$ cat src/rtl/pipeline_hazard_controller.sv
// Stall/flush sequencer for a 5-stage RV32I pipeline: load-use bubbles, branch flushes, data-memory waits, halt.
// Optional HAZARD_PERF_CNT_EN adds saturating stall/flush performance counters.
module pipeline_hazard_controller #(
  parameter int MEM_TIMEOUT    = 255,
  parameter int TIMEOUT_WIDTH  = 8,
  parameter int PERF_CNT_WIDTH = 32
) (
  input  logic        clk,
  input  logic        rst,
  input  logic [31:0] ID_instruction,
  input  logic [31:0] EX_instruction,
  input  logic        EX_mem_read,
  input  logic        EX_branch_taken,
  input  logic        MEM_mem_access,
  input  logic        dmem_ready,
  output logic        PC_write_enable,
  output logic        IF_ID_write_enable,
  output logic        ID_EX_write_enable,
  output logic        EX_MEM_write_enable,
  output logic        MEM_WB_write_enable,
  output logic        IF_ID_flush,
  output logic        ID_EX_flush,
  output logic        halted,
`ifdef HAZARD_PERF_CNT_EN
  output logic [PERF_CNT_WIDTH-1:0] stall_count,
  output logic [PERF_CNT_WIDTH-1:0] flush_count,
`endif
  output logic        error
);

  typedef enum logic [1:0] {S_RUN, S_MEM_WAIT, S_HALT} state_t;

  state_t                   state_q, state_d;
  logic [TIMEOUT_WIDTH-1:0] cnt_q, cnt_d;
  logic                     err_q, err_d;

  logic [4:0] ex_rd, id_rs1, id_rs2;
  logic [6:0] id_opc;
  logic       id_uses_rs2, load_use, is_system, resolve;

  assign ex_rd       = EX_instruction[11:7];
  assign id_rs1      = ID_instruction[19:15];
  assign id_rs2      = ID_instruction[24:20];
  assign id_opc      = ID_instruction[6:0];
  assign id_uses_rs2 = (id_opc == 7'b0110011) || (id_opc == 7'b0100011) || (id_opc == 7'b1100011);
  assign load_use    = EX_mem_read && (ex_rd != 5'd0) &&
                       ((ex_rd == id_rs1) || (id_uses_rs2 && (ex_rd == id_rs2)));
  assign is_system   = (id_opc == 7'b1110011) && (ID_instruction[14:12] == 3'b000);

  always_ff @(posedge clk or posedge rst) begin
    if (rst) begin
      state_q <= S_RUN;
      cnt_q   <= '0;
      err_q   <= 1'b0;
    end else begin
      state_q <= state_d;
      cnt_q   <= cnt_d;
      err_q   <= err_d;
    end
  end

  always_comb begin
    state_d             = state_q;
    cnt_d               = cnt_q;
    err_d               = err_q;
    resolve             = 1'b0;
    PC_write_enable     = 1'b0;
    IF_ID_write_enable  = 1'b0;
    ID_EX_write_enable  = 1'b0;
    EX_MEM_write_enable = 1'b0;
    MEM_WB_write_enable = 1'b0;
    IF_ID_flush         = 1'b0;
    ID_EX_flush         = 1'b0;

    case (state_q)
      S_RUN: begin
        if (MEM_mem_access && !dmem_ready) begin
          state_d = S_MEM_WAIT;
          cnt_d   = TIMEOUT_WIDTH'(1);
        end else begin
          resolve = 1'b1;
        end
      end
      S_MEM_WAIT: begin
        if (dmem_ready) begin
          resolve = 1'b1;
          state_d = S_RUN;
          cnt_d   = '0;
        end else if (cnt_q == TIMEOUT_WIDTH'(MEM_TIMEOUT)) begin
          state_d = S_HALT;
          err_d   = 1'b1;
        end else begin
          cnt_d = cnt_q + TIMEOUT_WIDTH'(1);
        end
      end
      default: ;
    endcase

    // Branch outranks load-use: the flushed ID instruction makes the hazard moot.
    if (resolve) begin
      PC_write_enable     = 1'b1;
      IF_ID_write_enable  = 1'b1;
      ID_EX_write_enable  = 1'b1;
      EX_MEM_write_enable = 1'b1;
      MEM_WB_write_enable = 1'b1;
      if (EX_branch_taken) begin
        IF_ID_flush = 1'b1;
        ID_EX_flush = 1'b1;
      end else if (load_use) begin
        PC_write_enable    = 1'b0;
        IF_ID_write_enable = 1'b0;
        ID_EX_flush        = 1'b1;
      end else if (is_system) begin
        ID_EX_flush = 1'b1;
        state_d     = S_HALT;
      end
    end

    if (rst) begin
      PC_write_enable     = 1'b0;
      IF_ID_write_enable  = 1'b0;
      ID_EX_write_enable  = 1'b0;
      EX_MEM_write_enable = 1'b0;
      MEM_WB_write_enable = 1'b0;
      IF_ID_flush         = 1'b0;
      ID_EX_flush         = 1'b0;
    end
  end

  assign halted = (state_q == S_HALT) && !rst;
  assign error  = err_q && !rst;

`ifdef HAZARD_PERF_CNT_EN
  logic [PERF_CNT_WIDTH-1:0] stall_q, flush_q;

  always_ff @(posedge clk or posedge rst) begin
    if (rst) begin
      stall_q <= '0;
      flush_q <= '0;
    end else if (state_q != S_HALT) begin
      if (!PC_write_enable && (stall_q != '1)) stall_q <= stall_q + PERF_CNT_WIDTH'(1);
      if (IF_ID_flush && (flush_q != '1))      flush_q <= flush_q + PERF_CNT_WIDTH'(1);
    end
  end

  assign stall_count = stall_q;
  assign flush_count = flush_q;
`endif

endmodule

$ cat config.mk
export PLATFORM = sky130hd
export DESIGN_NAME = pipeline_hazard_controller
export DESIGN_NICKNAME = d
export VERILOG_FILES = /design/src/rtl/pipeline_hazard_controller.sv
export SDC_FILE = /design/constraint.sdc
export NUM_CORES = 1
export LEC_CHECK = 0
export ABC_CLOCK_PERIOD_IN_PS = 3800
export CORE_ASPECT_RATIO = 1.2
export CORE_UTILIZATION = 34
export CTS_BUF_LIST = sky130_fd_sc_hd__clkbuf_4 sky130_fd_sc_hd__clkbuf_8
export CTS_CLUSTER_SIZE = 14
export DETAILED_ROUTE_END_ITERATION = 16
export GPL_TIMING_DRIVEN = 1
export HOLD_SLACK_MARGIN = 0.08
export PLACE_DENSITY = 0.88
export SETUP_SLACK_MARGIN = 0.05
export SYNTH_ARGS = -nofsm -noshare
export SYNTH_HDL_FRONTEND = slang
export SYNTH_SLANG_ARGS = --single-unit
$ cat constraint.sdc
create_clock -name clk -period 3.8 [get_ports clk]
set_clock_uncertainty 0.1 [all_clocks]
set_input_delay 0.76 -clock clk [delete_from_list [all_inputs] [get_ports clk]]
set_output_delay 0.76 -clock clk [all_outputs]
set_load 0.02 [all_outputs]
* Word-level counts from Yosys, hierarchy flattened *
Cells that the tools add are included.

word-level totals
  memory bits (read-only) = 0
  RAM bits = 0
  memories kept = 0
  output and inout port bits = 9
  register bits = 11
  input port bits = 70
  latch bits = 0

cells by class
  equal/unequal tests = 11
  divide/modulo/power cells = 0
  muxes and demuxes = 29
  bitwise operators = 1
  magnitude comparators = 0
  reduce and logical (&&, ||, !) cells = 18
  $mul = 0
  shifts and indexed selects = 0
  add/sub/neg operators = 1

operators with widths
  kind                                                  count
  2-to-1 mux 8 bit                                      3
  2-to-1 mux 1 bit                                      16
  one-hot mux 8 bit (2 select lines)                    1
  equality test 7 x 6 -> 1 bit (second input constant)  2
  equality test 7 bit (second input constant)           2
  2-to-1 mux 2 bit                                      7
  equality test 5 bit                                   2
  adder 8 x 1 -> 8 bit (second input constant)          1
  equality test 8 bit (second input constant)           1
  logical AND 1 bit                                     7
  AND reduction 3 bit                                   2
  nonzero test 5 bit                                    1
  one-hot mux 2 bit (2 select lines)                    1
  logical NOT 3 bit                                     1
  logical OR 1 bit                                      3
  inequality test 3 bit (second input constant)         1
  equality test 2 x 1 -> 1 bit (second input constant)  1
  equality test 2 bit (second input constant)           1
  logical NOT 1 bit                                     2
  logical NOT 2 bit                                     1
  inequality test 2 bit (second input constant)         1
  one-hot mux 1 bit (2 select lines)                    1
  nonzero test 2 bit                                    1
  NOT 1 bit                                             1

* Longest topological paths before layout *
Gate-level depths: netlist of run 1.

  depth in word-level cells = 10
  depth in mapped cells = 6

* Worst setup path after synthesis of run 1 *
OpenSTA, ideal clock, no wires.

  kind = input port to output port
  start = input MEM_mem_access
  end = output ID_EX_flush
  path buffers = 0
  data arrival time = 2.158 ns
  slack = 0.782 ns
  cell stages on the path = 4
  path through = nor2_1 > nor2_1 > nor3_1 > a21boi_0

on the way
  longest elaborated chain between the ends = 5

ends and longest elaborated chain
  item                                line  text
  from (decl)                         14    input logic MEM_mem_access,
  logical AND 1 bit                   77    if (MEM_mem_access && !dmem_ready) begin
  2-to-1 mux 1 bit                    77
  one-hot mux 1 bit (2 select lines)  75    case (state_q)
  2-to-1 mux 1 bit                    100   if (resolve) begin
  2-to-1 mux 1 bit                    119   if (rst) begin
  to (decl)                           22    output logic ID_EX_flush,

Every way passes these cells.

* Worst setup path in the final report of run 1 *
  start = input EX_instruction[8]
  end = output ID_EX_flush

on the way
  longest elaborated chain between the ends = 8

ends and longest elaborated chain
  item                   line  text
  from (decl)            11    input logic [31:0] EX_instruction,
  equality test 5 bit    47    ((ex_rd == id_rs1) || (id_uses_rs2 && (ex_rd == id_rs2)));
  logical AND 1 bit      47
  logical OR 1 bit       47
  logical AND 1 bit (*)  46    assign load_use = EX_mem_read && (ex_rd != 5'd0) &&
  2-to-1 mux 1 bit (*)   109   end else if (load_use) begin
  2-to-1 mux 1 bit (*)   106   if (EX_branch_taken) begin
  2-to-1 mux 1 bit (*)   100
  2-to-1 mux 1 bit (*)   119

Mark *: on every way between the ends. The rest lies on a longest branch, timed or not.

==> impl_metrics.py, run 1 <==
metrics = {
    "synthesis": {
        "syn_inst": 101,
        "synth_area_um2": 868.3,
        "yosysWarnings": 0,
        "synth_edf_count": 0,
        "seq_area_frac_synth_pct": 31.70,
        "synth-async-reset-ratio_pct": 100.0,
        "synth_seq_cells": 11,
        "synth_cell_type_count": 35,
        "yosys_most_used_dff": "dfrtp_1",
        "syn_nets": 172,
        "synth.avg_cell_area_um2": 8.597,
    },
    "sta": {
        "fin_ws_ns": 0.3747,
        "slew_viol_final": 0,
        "timing.fmax_ghz": 0.2919,
        "max_slew_margin_pct": 70.67,
        "worst_slew_pin_slew_ns": 0.4394,
        "hold_viol_final": 0,
        "rsz0062_at_grt": "false",
        "timing.hold.ws_ns": 0.3863,
        "timing.final.crit_share_pct": 90.14,
        "min_period_ns": 3.425,
        "setup_violations": 0,
    },
    "global_route": {
        "gr-usage-all-layers_pct": 18.11,
        "antenna_found_initial": 0,
        "grt_overflow_total": 0,
        "first_global_vias": 888,
        "grt_pass1_wl_um": 3567,
        "grt_max_degree": 13,
    },
    "cts": {
        "holdBufCountCts": 0,
        "insertion_delay_ns": 0.28,
        "clockBufferDepth": 2,
        "htreeDepth": 1,
        "cts_buffers": 3,
        "cts_tree": "built",
        "cts.reportedPaths.clkPinSlew_ns": 0.07,
        "cts_root_buffer": "clkbuf_4",
        "clock-sinks": 11,
    },
    "run_status": {
        "status": "complete, no violations",
    },
    "setup_path": {
        "required_ns": 2.94,
        "crit_path_start_kind": "primary input",
        "arrival_ns": 2.57,
        "cp-end-kind": "primary output",
        "criticalPathCategory": "primary input to primary output",
        "worst-r2r-setup-slack_ns": 1.91,
        "crit_path_max_fanout": 3,
    },
    "cells_and_area": {
        "n_antenna_cell": 0,
        "final_common_cell": "clkdlybuf4s50_1",
        "fillers": 195,
        "final_cell_mix": "clkdlybuf4s50_1, nor2_1, nand2_1, dfrtp_1, xnor2_1",
        "syn_to_final_growth_pct": 54.18,
        "post-route-util_pct": 56.88,
        "fin_nets": 215,
        "drive_gt1_share_pct": 13.99,
    },
    "die": {
        "coreArea_um2": 2354,
        "start_util_pct": 36.90,
        "die-area_um2": 2761,
        "die_x_um": 48.14,
        "rows": 19,
        "fp.dieH_um": 57.36,
        "ios": 79,
    },
    "placed_design": {
        "dp_slack_ns": -0.1367,
        "portBuffers": 39,
        "hpwl_um": 1826,
        "globalplace.congestion": 0.7877,
    },
    "routing": {
        "drt-total-wl_um": 2186,
        "initialDrtViolationCount": 8,
        "drc": 0,
        "wire_per_inst_um": 12.56,
        "vias": 878,
        "drtAntennaViolNets": 0,
        "first_pass_iters": 2,
        "drt-vias-per-instance": 5.046,
    },
    "power_and_ir_drop": {
        "powerDensity_nw_per_um2": 245.8,
        "p_total_uw": 329.1,
        "ir_drop_mv": 0.1703,
        "cellLeakagePower_uw": 0.0005481,
    },
    "hold_path": {
        "hold_class": "flip-flop to flip-flop",
    },
    "job": {
        "drv_cap": 0,
    },
}
final timing paths:
path | cells after the start | end | from
setup reg to reg | 6 | cnt_q[3] | cnt_q[0]
hold / removal | 1 | err_q | err_q
max in group asynchronous | 2 | cnt_q[3] | rst
setup / recovery | 7 | ID_EX_flush | EX_instruction[8]
min in group asynchronous | 2 | err_q | rst
hold reg to reg | 1 | err_q | err_q
Yosys cell counts (all sizes together) (2+ instances only):
cell type / number / share of area [%]
nand3: 6 / 4.0
a21oi: 3 / 2.2
nor3b: 2 / 1.7
nand2: 11 / 4.8
xor2: 3 / 3.0
o21ai: 8 / 4.6
xnor2: 9 / 9.1
dfrtp: 11 / 32
nor3: 5 / 2.9
nor2: 14 / 6.1
inv: 2 / 0.86
a21o: 3 / 2.7
nand4: 3 / 2.9
buf: 6 / 4.9
a2111oi: 3 / 5.9
and2: 2 / 1.4
critical path, stage by stage:
cell	delay, ns
clkdlybuf4s50_1	0.54
xnor2_1	0.15
nand4_1	0.13
a2111oi_2	0.30
o221ai_2	0.16
a21boi_0	0.15
dlygate4sd2_1	0.36
routing by layer:
| metal | vias to the layer above | GRT usage (%) | share of wire (%) |
|---|---|---|---|
| met3 | 3 | 4.747 | 7.7 |
| met5 | - | 0 | 0 |
| li1 | 437 | - | - |
| met4 | 0 | 5.952 | 1.3 |
| met1 | 397 | 17.29 | 37 |
| met2 | 41 | 34.56 | 54 |
cells by family after synthesis:
kind of cell / synth area share, %
adders and majority gates: 1.441
xor gates and xnor gates: 12.10
AOI/OAI and AO/OA: 22.34
buffers and inverters: 5.763
and+or+nand+nor: 26.66
DFF: 31.70
registers in the layout, indices dropped and copies added, names as in the netlist:
signal   count
err_q        1
cnt_q        8
state_q      2
per-stage QoR:
step | cell area (um^2) | setup TNS (ns) | std cells
floorplan | 868.3 | 0 | 101
detailed placement | 1292 | -0.2436 | 170
global route | 1339 | 0 | 174
CTS | 1334 | 0 | 174
global placement | 1292 | -0.01105 | 170
finish | 1339 | 0 | 174
power breakdown:
group / switching [uW] / internal, uW
Clock: 43.2 / 47.9
Combinational: 47.0 / 58.8
Sequential: 9.11 / 123
final cells by class:
type                    count  area, um^2  area share (%)
clock buffers               4       30.03           2.243
multi-input cells          82       555.5           41.50
repair buffers             44       431.7           32.24
inverters                   2       7.507          0.5607
well taps                  31       38.79           2.897
flip-flops and latches     11       275.3           20.56
what timing repair did:
action / in CTS / in global routing
buffers inserted: 0 / 0
gates resized for setup: 4 / 2
endpoints found under the setup margin: 3 / 2
Note: power is estimated with default switching activity, not from simulation.
==> run 2, diff against run 1 <==
Settings changed: CORE_ASPECT_RATIO 1.2 to 0.9.
==> impl_metrics.py, run 2 (synthesis gave the netlist of run 1 again) <==
metrics = {
    "global_route": {
        "grt_pass1_wl_um": 3657,
        "gr-usage-all-layers_pct": 16.63,
        "first_global_vias": 890,
        "grt_overflow_total": 0,
        "antenna_found_initial": 0,
        "grt_max_degree": 13,
    },
    "sta": {
        "slew_viol_final": 0,
        "rsz0062_at_grt": "false",
        "hold_viol_final": 0,
        "max_slew_margin_pct": 62.59,
        "worst_slew_pin_slew_ns": 0.5569,
        "min_period_ns": 3.688,
        "setup_violations": 0,
        "timing.fmax_ghz": 0.2711,
        "timing.final.crit_share_pct": 97.06,
        "timing.hold.ws_ns": 0.3762,
    },
    "die": {
        "die_x_um": 55.27,
        "die-area_um2": 2760,
        "ios": 79,
        "coreArea_um2": 2282,
        "rows": 16,
        "fp.dieH_um": 49.94,
        "start_util_pct": 38.05,
    },
    "cells_and_area": {
        "stdcell_area_um2": 1331,
        "top_register": "cnt_q",
        "syn_to_final_growth_pct": 53.31,
        "drive_gt1_share_pct": 13.99,
        "top_regs": "cnt_q: 8 flops, state_q: 2 flops, err_q: 1 flops",
        "final_cell_mix": "clkdlybuf4s50_1, nor2_1, nand2_1, dfrtp_1, xnor2_1",
        "n_antenna_cell": 0,
        "fin_nets": 215,
        "fin_cells": 170,
        "final_common_cell": "clkdlybuf4s50_1",
        "largest_reg_flops": 8,
        "post-route-util_pct": 58.33,
    },
    "routing": {
        "first_pass_iters": 4,
        "drt-total-wl_um": 2220,
        "drc": 0,
        "vias": 898,
        "drtAntennaViolNets": 0,
        "initialDrtViolationCount": 24,
        "wire_per_inst_um": 13.06,
        "drt-vias-per-instance": 5.282,
    },
    "setup_path": {
        "cp-end-kind": "primary output",
        "criticalPathCategory": "primary input to primary output",
        "path_cells": "clkdlybuf4s50_1 -> buf_4 -> or4_1 -> o221ai_2 -> o21a_1 -> clkdlybuf4s50_1",
        "cpMaxStageDelayCell": "clkdlybuf4s50_1",
        "required_ns": 2.94,
        "arrival_ns": 2.83,
        "cp_num_buf_inv": 3,
        "cp_top_family": "buffers and inverters",
        "cpPeakStageDelay_ns": 0.60,
        "crit_path_start_kind": "primary input",
        "crit_path_max_fanout": 3,
        "critical_path.most_common_cell": "clkdlybuf4s50_1",
    },
    "hold_path": {
        "hold_class": "flip-flop to flip-flop",
    },
    "power_and_ir_drop": {
        "ir_drop_mv": 0.1964,
        "combPwrFrac_pct": 32.4,
        "p_sw_share_pct": 29.89,
        "p_switching_uw": 98.13,
        "cellLeakagePower_uw": 0.0005362,
        "clock_power_share_pct": 27.4,
        "powerDensity_nw_per_um2": 246.6,
        "seqPwrFrac_pct": 40.1,
        "p_int_uw": 230.2,
    },
    "cts": {
        "cts_root_buffer": "clkbuf_4",
        "cts_buffers": 3,
        "clockBufferDepth": 2,
        "htreeDepth": 1,
        "cts.reportedPaths.clkPinSlew_ns": 0.07,
        "cts_setup_buffers": 0,
        "cts_tree": "built",
        "insertion_delay_ns": 0.27,
        "clock-sinks": 11,
    },
    "run_status": {
        "status": "complete, no violations",
    },
    "placed_design": {
        "globalplace.congestion": 0.7944,
        "dpl_cell_area_um2": 1287,
        "placed_cells": 166,
        "portBuffers": 39,
    },
    "job": {
        "drv_cap": 0,
    },
}
run 2: what timing repair did:
item                                    CTS  global route
gates resized for setup                   3             2
hold buffers                              0             0
endpoints found under the setup margin    3             2
run 2: path summary, 6_finish.rpt:
path	start	to	slack (ns)	depth (start not counted)
hold reg to reg	err_q	err_q	0.38	1
hold / removal	err_q	err_q	0.38	1
setup reg to reg	cnt_q[0]	cnt_q[3]	1.97	6
setup / recovery	EX_instruction[10]	IF_ID_write_enable	0.11	6
min in group asynchronous	rst	state_q[0]	0.78	2
max in group asynchronous	rst	cnt_q[3]	2.51	2
run 2: cell type report:
| type | count | area [um^2] |
|---|---|---|
| Clock buffer | 4 | 30.03 |
| Fill cell | 212 | 950.9 |
| Inverter | 2 | 7.507 |
| Multi-Input combinational cell | 82 | 555.5 |
| Sequential cell | 11 | 275.3 |
| Tap cell | 27 | 33.78 |
| Timing Repair Buffer | 44 | 429.2 |
run 2: stage by stage:
step	setup TNS, ns	total power [uW]	setup WS [ns]
after CTS	0	331.2	0.09914
after global routing	0	346.6	0.05175
after detailed placement	-0.01624	240.7	-0.01624
after global placement	-0.008279	235.5	-0.008279
after floorplan	0	186.9	0.7819
final	0	328.3	0.1116
run 2: layer usage:
metal / up-vias / track usage, % / part of all wire [%]
li1: 439 / - / -
met1: 422 / 17.47 / 37
met2: 37 / 32.53 / 55
met3: 0 / 5.774 / 7.6
met4: 0 / 2.083 / 0
met5: - / 0 / 0
run 2: power groups by stage:
stage               registers (uW)  logic [uW]  clock network [uW]
floorplan                      130        57.0                   0
global placement               134         102                   0
detailed placement             134         106                   0
CTS                            132         107                92.5
global route                   134         116                97.3
finish                         132         106                90.1
==> run 3, diff against run 2 <==
Settings changed: CAP_MARGIN from default to 20.
==> results of run 3 <==
Same layout as run 2: the final DEF is identical, and so are final timing and power.
